`src/rtl/img_stream_ctrl.sv`:
```
// img_stream_ctrl: frame-level sequencer for the sliding-window line buffer.
// Walks the pixel memory, enables the line buffer in step with the 1-cycle
// memory read latency, honours downstream backpressure, tags every emitted
// window with row/col/border info and issues one trailing self-clear enable.
// Optional build macro IMG_STREAM_PERF_EN adds stall/frame cycle counters.
//
// Handshake: a window is transferred in a RUN cycle when out_ready_i=1
// ("fire"); buf_enable_o equals fire, and the window produced by that shift
// is flagged by win_valid_o one cycle later. With out_ready_i=0 nothing moves.
module img_stream_ctrl #(
  parameter int unsigned WIDTH      = 256,
  parameter int unsigned HEIGHT     = 256,
  parameter int unsigned FILT_WIDTH = 3,
  parameter int unsigned ADDR_W     = 16
) (
  input  logic              clk,
  input  logic              rst,
  input  logic              start_i,
  input  logic              out_ready_i,
  output logic [ADDR_W-1:0] rd_addr_o,
  output logic              buf_enable_o,
  output logic              win_valid_o,
  output logic [15:0]       win_row_o,
  output logic [15:0]       win_col_o,
  output logic              win_border_o,
  output logic              busy_o,
  output logic              done_o,
  output logic [2:0]        state_o
`ifdef IMG_STREAM_PERF_EN
  ,
  output logic [31:0]       stall_cycles_o,
  output logic [31:0]       frame_cycles_o
`endif
);

  localparam int unsigned HALF  = FILT_WIDTH / 2;
  localparam int unsigned LAT   = WIDTH * HALF + HALF;
  localparam int unsigned NPIX  = WIDTH * HEIGHT;
  localparam int unsigned N_TOT = NPIX + LAT;

  localparam logic [15:0] HALF16  = 16'(HALF);
  localparam logic [15:0] COL_MAX = 16'(WIDTH - 1);
  localparam logic [15:0] ROW_HI  = 16'(HEIGHT - HALF);
  localparam logic [15:0] COL_HI  = 16'(WIDTH - HALF);

  typedef enum logic [2:0] {
    S_IDLE  = 3'd0,
    S_PRIME = 3'd1,
    S_RUN   = 3'd2,
    S_CLEAR = 3'd3,
    S_FIN   = 3'd4
  } state_t;

  state_t      state_q, state_d;
  logic [31:0] in_cnt_q;
  logic [31:0] addr_nxt;
  logic [15:0] row_q, col_q;
  logic        fire;
  logic        start_acc;
  logic        border;
  logic        win_valid_q, win_border_q;
  logic [15:0] win_row_q, win_col_q;

  // State register.
  always_ff @(posedge clk) begin
    if (rst) state_q <= S_IDLE;
    else     state_q <= state_d;
  end

  // Next-state, read address and line buffer enable.
  always_comb begin
    state_d      = state_q;
    fire         = 1'b0;
    start_acc    = 1'b0;
    buf_enable_o = 1'b0;
    rd_addr_o    = '0;
    addr_nxt     = in_cnt_q;
    case (state_q)
      S_IDLE: begin
        if (start_i) begin
          start_acc = 1'b1;
          state_d   = S_PRIME;
        end
      end
      S_PRIME: state_d = S_RUN;
      S_RUN: begin
        fire         = out_ready_i;
        buf_enable_o = fire;
        // Read one ahead on a fire so memory data lines up with the next shift.
        addr_nxt     = in_cnt_q + 32'(fire);
        rd_addr_o    = (addr_nxt >= NPIX - 1) ? ADDR_W'(NPIX - 1) : ADDR_W'(addr_nxt);
        if (fire && (in_cnt_q == N_TOT - 1)) state_d = S_CLEAR;
      end
      S_CLEAR: begin
        buf_enable_o = 1'b1;
        state_d      = S_FIN;
      end
      S_FIN:   state_d = S_IDLE;
      default: state_d = S_IDLE;
    endcase
  end

  assign border = (row_q < HALF16) | (row_q >= ROW_HI) |
                  (col_q < HALF16) | (col_q >= COL_HI);

  // Input counter, raster position and registered window tag.
  always_ff @(posedge clk) begin
    if (rst) begin
      in_cnt_q     <= '0;
      row_q        <= '0;
      col_q        <= '0;
      win_valid_q  <= 1'b0;
      win_row_q    <= '0;
      win_col_q    <= '0;
      win_border_q <= 1'b0;
    end else begin
      win_valid_q <= 1'b0;
      if (start_acc) begin
        in_cnt_q <= '0;
        row_q    <= '0;
        col_q    <= '0;
      end else if (fire) begin
        in_cnt_q <= in_cnt_q + 32'd1;
      end
      // Windows only become valid once the buffer holds LAT pixels.
      if (fire && (in_cnt_q >= LAT)) begin
        win_valid_q  <= 1'b1;
        win_row_q    <= row_q;
        win_col_q    <= col_q;
        win_border_q <= border;
        if (col_q == COL_MAX) begin
          col_q <= '0;
          row_q <= row_q + 16'd1;
        end else begin
          col_q <= col_q + 16'd1;
        end
      end
    end
  end

`ifdef IMG_STREAM_PERF_EN
  logic [31:0] stall_q, frame_q;

  // Performance counters; they freeze once the frame returns to IDLE.
  always_ff @(posedge clk) begin
    if (rst || start_acc) begin
      stall_q <= '0;
      frame_q <= '0;
    end else begin
      if ((state_q == S_RUN) && !out_ready_i) stall_q <= stall_q + 32'd1;
      if (state_q != S_IDLE)                  frame_q <= frame_q + 32'd1;
    end
  end

  assign stall_cycles_o = stall_q;
  assign frame_cycles_o = frame_q;
`endif

  assign win_valid_o  = win_valid_q;
  assign win_row_o    = win_row_q;
  assign win_col_o    = win_col_q;
  assign win_border_o = win_border_q;
  assign busy_o       = (state_q == S_PRIME) || (state_q == S_RUN) || (state_q == S_CLEAR);
  assign done_o       = (state_q == S_FIN);
  assign state_o      = state_q;

endmodule

```
`config.mk`:
```
export PLATFORM = sky130hd
export DESIGN_NAME = img_stream_ctrl
export DESIGN_NICKNAME = d
export VERILOG_FILES = /design/src/rtl/img_stream_ctrl.sv
export SDC_FILE = /design/constraint.sdc
export NUM_CORES = 1
export LEC_CHECK = 0
export CAP_MARGIN = 20
export CELL_PAD_IN_SITES_DETAIL_PLACEMENT = 1
export CELL_PAD_IN_SITES_GLOBAL_PLACEMENT = 2
export CORE_UTILIZATION = 33
export CTS_CLUSTER_DIAMETER = 200
export DETAILED_ROUTE_END_ITERATION = 16
export HOLD_SLACK_MARGIN = 0.12
export PLACE_DENSITY = 0.79
export SLEW_MARGIN = 30
export SYNTH_ARGS = -nofsm -noshare
export SYNTH_HDL_FRONTEND = slang
export SYNTH_SLANG_ARGS = --single-unit
export TNS_END_PERCENT = 5
```
`constraint.sdc`:
```
create_clock -name clk -period 4.8 [get_ports clk]
set_input_delay 1.2 -clock clk [delete_from_list [all_inputs] [get_ports clk]]
set_output_delay 1.2 -clock clk [all_outputs]
set_load 0.005 [all_outputs]
```
==> run summary <==
FFs w/ async S/R, synth: 0%
Layout Utilization: 42.96%
die area: 0.01726 mm²
maximum VDD drop: 0.1867 mV
1st-pass router iterations: 4
layout cells sized above 1: 13.74%
Die Y: 131.4 µm
CP Capture Type: primary output
Cell Chain, Critical Path: buf_8, ha_4, nand3_4, or4_4, nor2_1, nand2_1, xnor2_2, nor4_4, bufbuf_16, buf_6, a41oi_2, buf_2
core area: 0.01612 mm²
failing checks: negative setup slack
total track usage: 19.57%
clk slew on worst S/H paths: 0.07 ns
Area Overhead vs Synth: 25.29%
post-route ant nets: 0
initial core utilization: 34.29%
element type at the critical path start: primary input
CP Data Required Time: 3.60 ns
top-count cell post-synth: nand2_1
RSZ-0062 raised after global routing: yes
Fin. Hold Viols: 0
DP Area: 0.006391 mm²
# diodes: 0
first-pass GRT wire length: 27560 µm
H-tree depth: 3
row count: 46
max cap viols: 0
grt total ovfl: 0
Via density: 5.430
dpl hpwl: 11750 µm
GPL Wtd Cong: 0.8670
Slowest-stage cell, CP: or4_4
share of the synthesized area in the top cell type: 36.59%
largest net degree at the start of global routing: 66
# port buffers: 59
# clock sinks: 101
final worst path period share: 100.3%
Synth Area per Inst: 7.826 µm²
synth top area cells: dfxtp_1 (37%), nand2_1 (7.9%), a21oi_1 (6.1%)
First DRT Iteration DRCs: 208
status: finished with violations
# DRC: 0
synth unique cells: 49
synthesized instance count: 706
sequential area share after synthesis: 36.59%
Top FF cell, synth: dfxtp_1
TritonCTS Buffers: 9
Slew Viols, Final: 0
Critical Path AT: 3.61 ns
post-synth net total: 719
routed wire length: 16660 µm
synthesized cell area: 0.005525 mm²
relative slew slack: 46.06%
setup slack after layout: -0.01295 ns
CP max FO: 7
HP Start: win_row_o[2]
flops & latches, synth: 101
Via Count: 5321
clock latency on the worst-skew pair: 0.36 ns
pwr/cell area: 240.0 mW/mm²
cell area after layout: 0.006923 mm²
leakage: 2.255 nW
Critical path origin: out_ready_i
CP Class: in2out
number of synthesized flops with an enable pin: 0
number of warnings issued by yosys: 0
vias in the first global route: 5325
Max clock buf depth: 2
Commonest cells post-synth: nand2_1 (116), dfxtp_1 (101), nor2_1 (68)
area leader, netlist: dfxtp_1
Root Buffer: clkbuf_16
Setup Skew: 0.01549 ns
DIE WIDTH: 131.4 µm
FF-to-FF Start: in_cnt_q[1]
slowest stage delay, CP: 0.64 ns
TritonCTS clock tree: yes
Worst Hold Class: reg2reg
initial antenna violation count: 0
minimum clock period: 4.813 ns
Fillers: 1944
Nets: 773
Slew @ Worst Pin: 0.7979 ns
Fmax achieved: 207.8 MHz
io pins: 60
endpoints failing setup: 4
Wirelength per Cell: 17.00 µm
hold bufs inserted after CTS: 0
[routing by layer]
metal | track usage [%] | wire length [µm] | vias up
li1 | - | - | 2605
met3 | 3.202 | 516 | 29
met5 | 0 | 0 | -
met4 | 7.752 | 372 | 0
met1 | 24.09 | 7440 | 2611
met2 | 33.89 | 8333 | 76
[flip-flops by register name, summed over array words and instances, names as in the netlist]
register,count
col_q,16
win_col_o,16
row_q,16
win_border_o,1
win_valid_o,1
in_cnt_q,32
state_o,3
win_row_o,16
[placed cells by master (no fill, tap or decap), drive strengths merged, types with 5 or more instances in the layout]
cell / n
a211oi: 5
a21oi: 67
a31oi: 8
a41oi: 18
and3: 12
buf: 44
clkbuf: 12
clkdlybuf4s15: 6
clkdlybuf4s50: 41
dfxtp: 101
ha: 9
inv: 14
nand2: 117
nand3: 23
nand3b: 10
nand4: 23
nor2: 70
nor3: 33
nor4: 19
o211a: 5
o21ai: 16
or3: 10
or4: 6
xnor2: 31
xor2: 24
[critical path: cells and delay by family]
kind                       cells  cell delay, ns
adders and majority gates      1            0.16
AOI/OAI and AO/OA              1            0.08
buffers and inverters          4            0.67
xor gates and xnor gates       1            0.18
and+or+nand+nor                5            1.32
[cells by family after synthesis]
group                      Yosys count  share of synthesized area (%)
xor gates and xnor gates            55                          8.718
and+or+nand+nor                    341                          30.87
buffers and inverters               68                          5.299
adders and majority gates            9                          2.038
DFF                                101                          36.59
AOI/OAI and AO/OA                  129                          15.94
muxes                                3                         0.5435
[area by class of cell]
| class | count | area [µm²] | share of cell area (%) |
|---|---|---|---|
| Inverter | 12 | 45.04 | 0.6506 |
| Sequential cell | 101 | 2022 | 29.21 |
| Clock inverter | 6 | 71.32 | 1.030 |
| Timing Repair Buffer | 99 | 937.1 | 13.54 |
| Clock buffer | 9 | 225.2 | 3.253 |
| Multi-Input combinational cell | 537 | 3352 | 48.42 |
| Tap cell | 216 | 270.3 | 3.904 |
[through the flow]
step | instances | hold WS (ns) | total power [mW] | TNS, ns | setup WS [ns]
finish | 980 | 0.4568 | 1.661 | -0.02334 | -0.01295
global route | 980 | 0.4791 | 1.727 | -0.7772 | -0.08637
CTS | 979 | 0.4584 | 1.690 | 0 | 0.00006062
detailed placement | 954 | 0.4489 | 0.9360 | -12.37 | -0.8532
global placement | 954 | 0.4460 | 0.9329 | -10.46 | -0.6787
floorplan | 706 | 0.4502 | 0.9057 | 0 | 0.1842
[power by group]
group,total [mW],leakage (nW),switching [mW],internal [mW]
clock network,0.744,0.144,0.337,0.407
logic,0.0730,1.30,0.0495,0.0235
registers,0.844,0.813,0.00487,0.839
total,1.66,2.26,0.391,1.27
[final timing paths]
| kind | end | slack (ns) | depth (start not counted) |
|---|---|---|---|
| max | rd_addr_o[2] | -0.01 | 12 |
| min reg2reg | win_row_o[2] | 0.46 | 2 |
| max reg2reg | row_q[4] | 1.58 | 9 |
| min | win_row_o[2] | 0.46 | 2 |
[repair_timing]
item,CTS,global route
cloned,1,0
setup buffers,10,1
pin swaps,15,3
endpoints found under the setup margin,16,16
gates resized for setup,65,8
(Power assumes the default switching activity.)
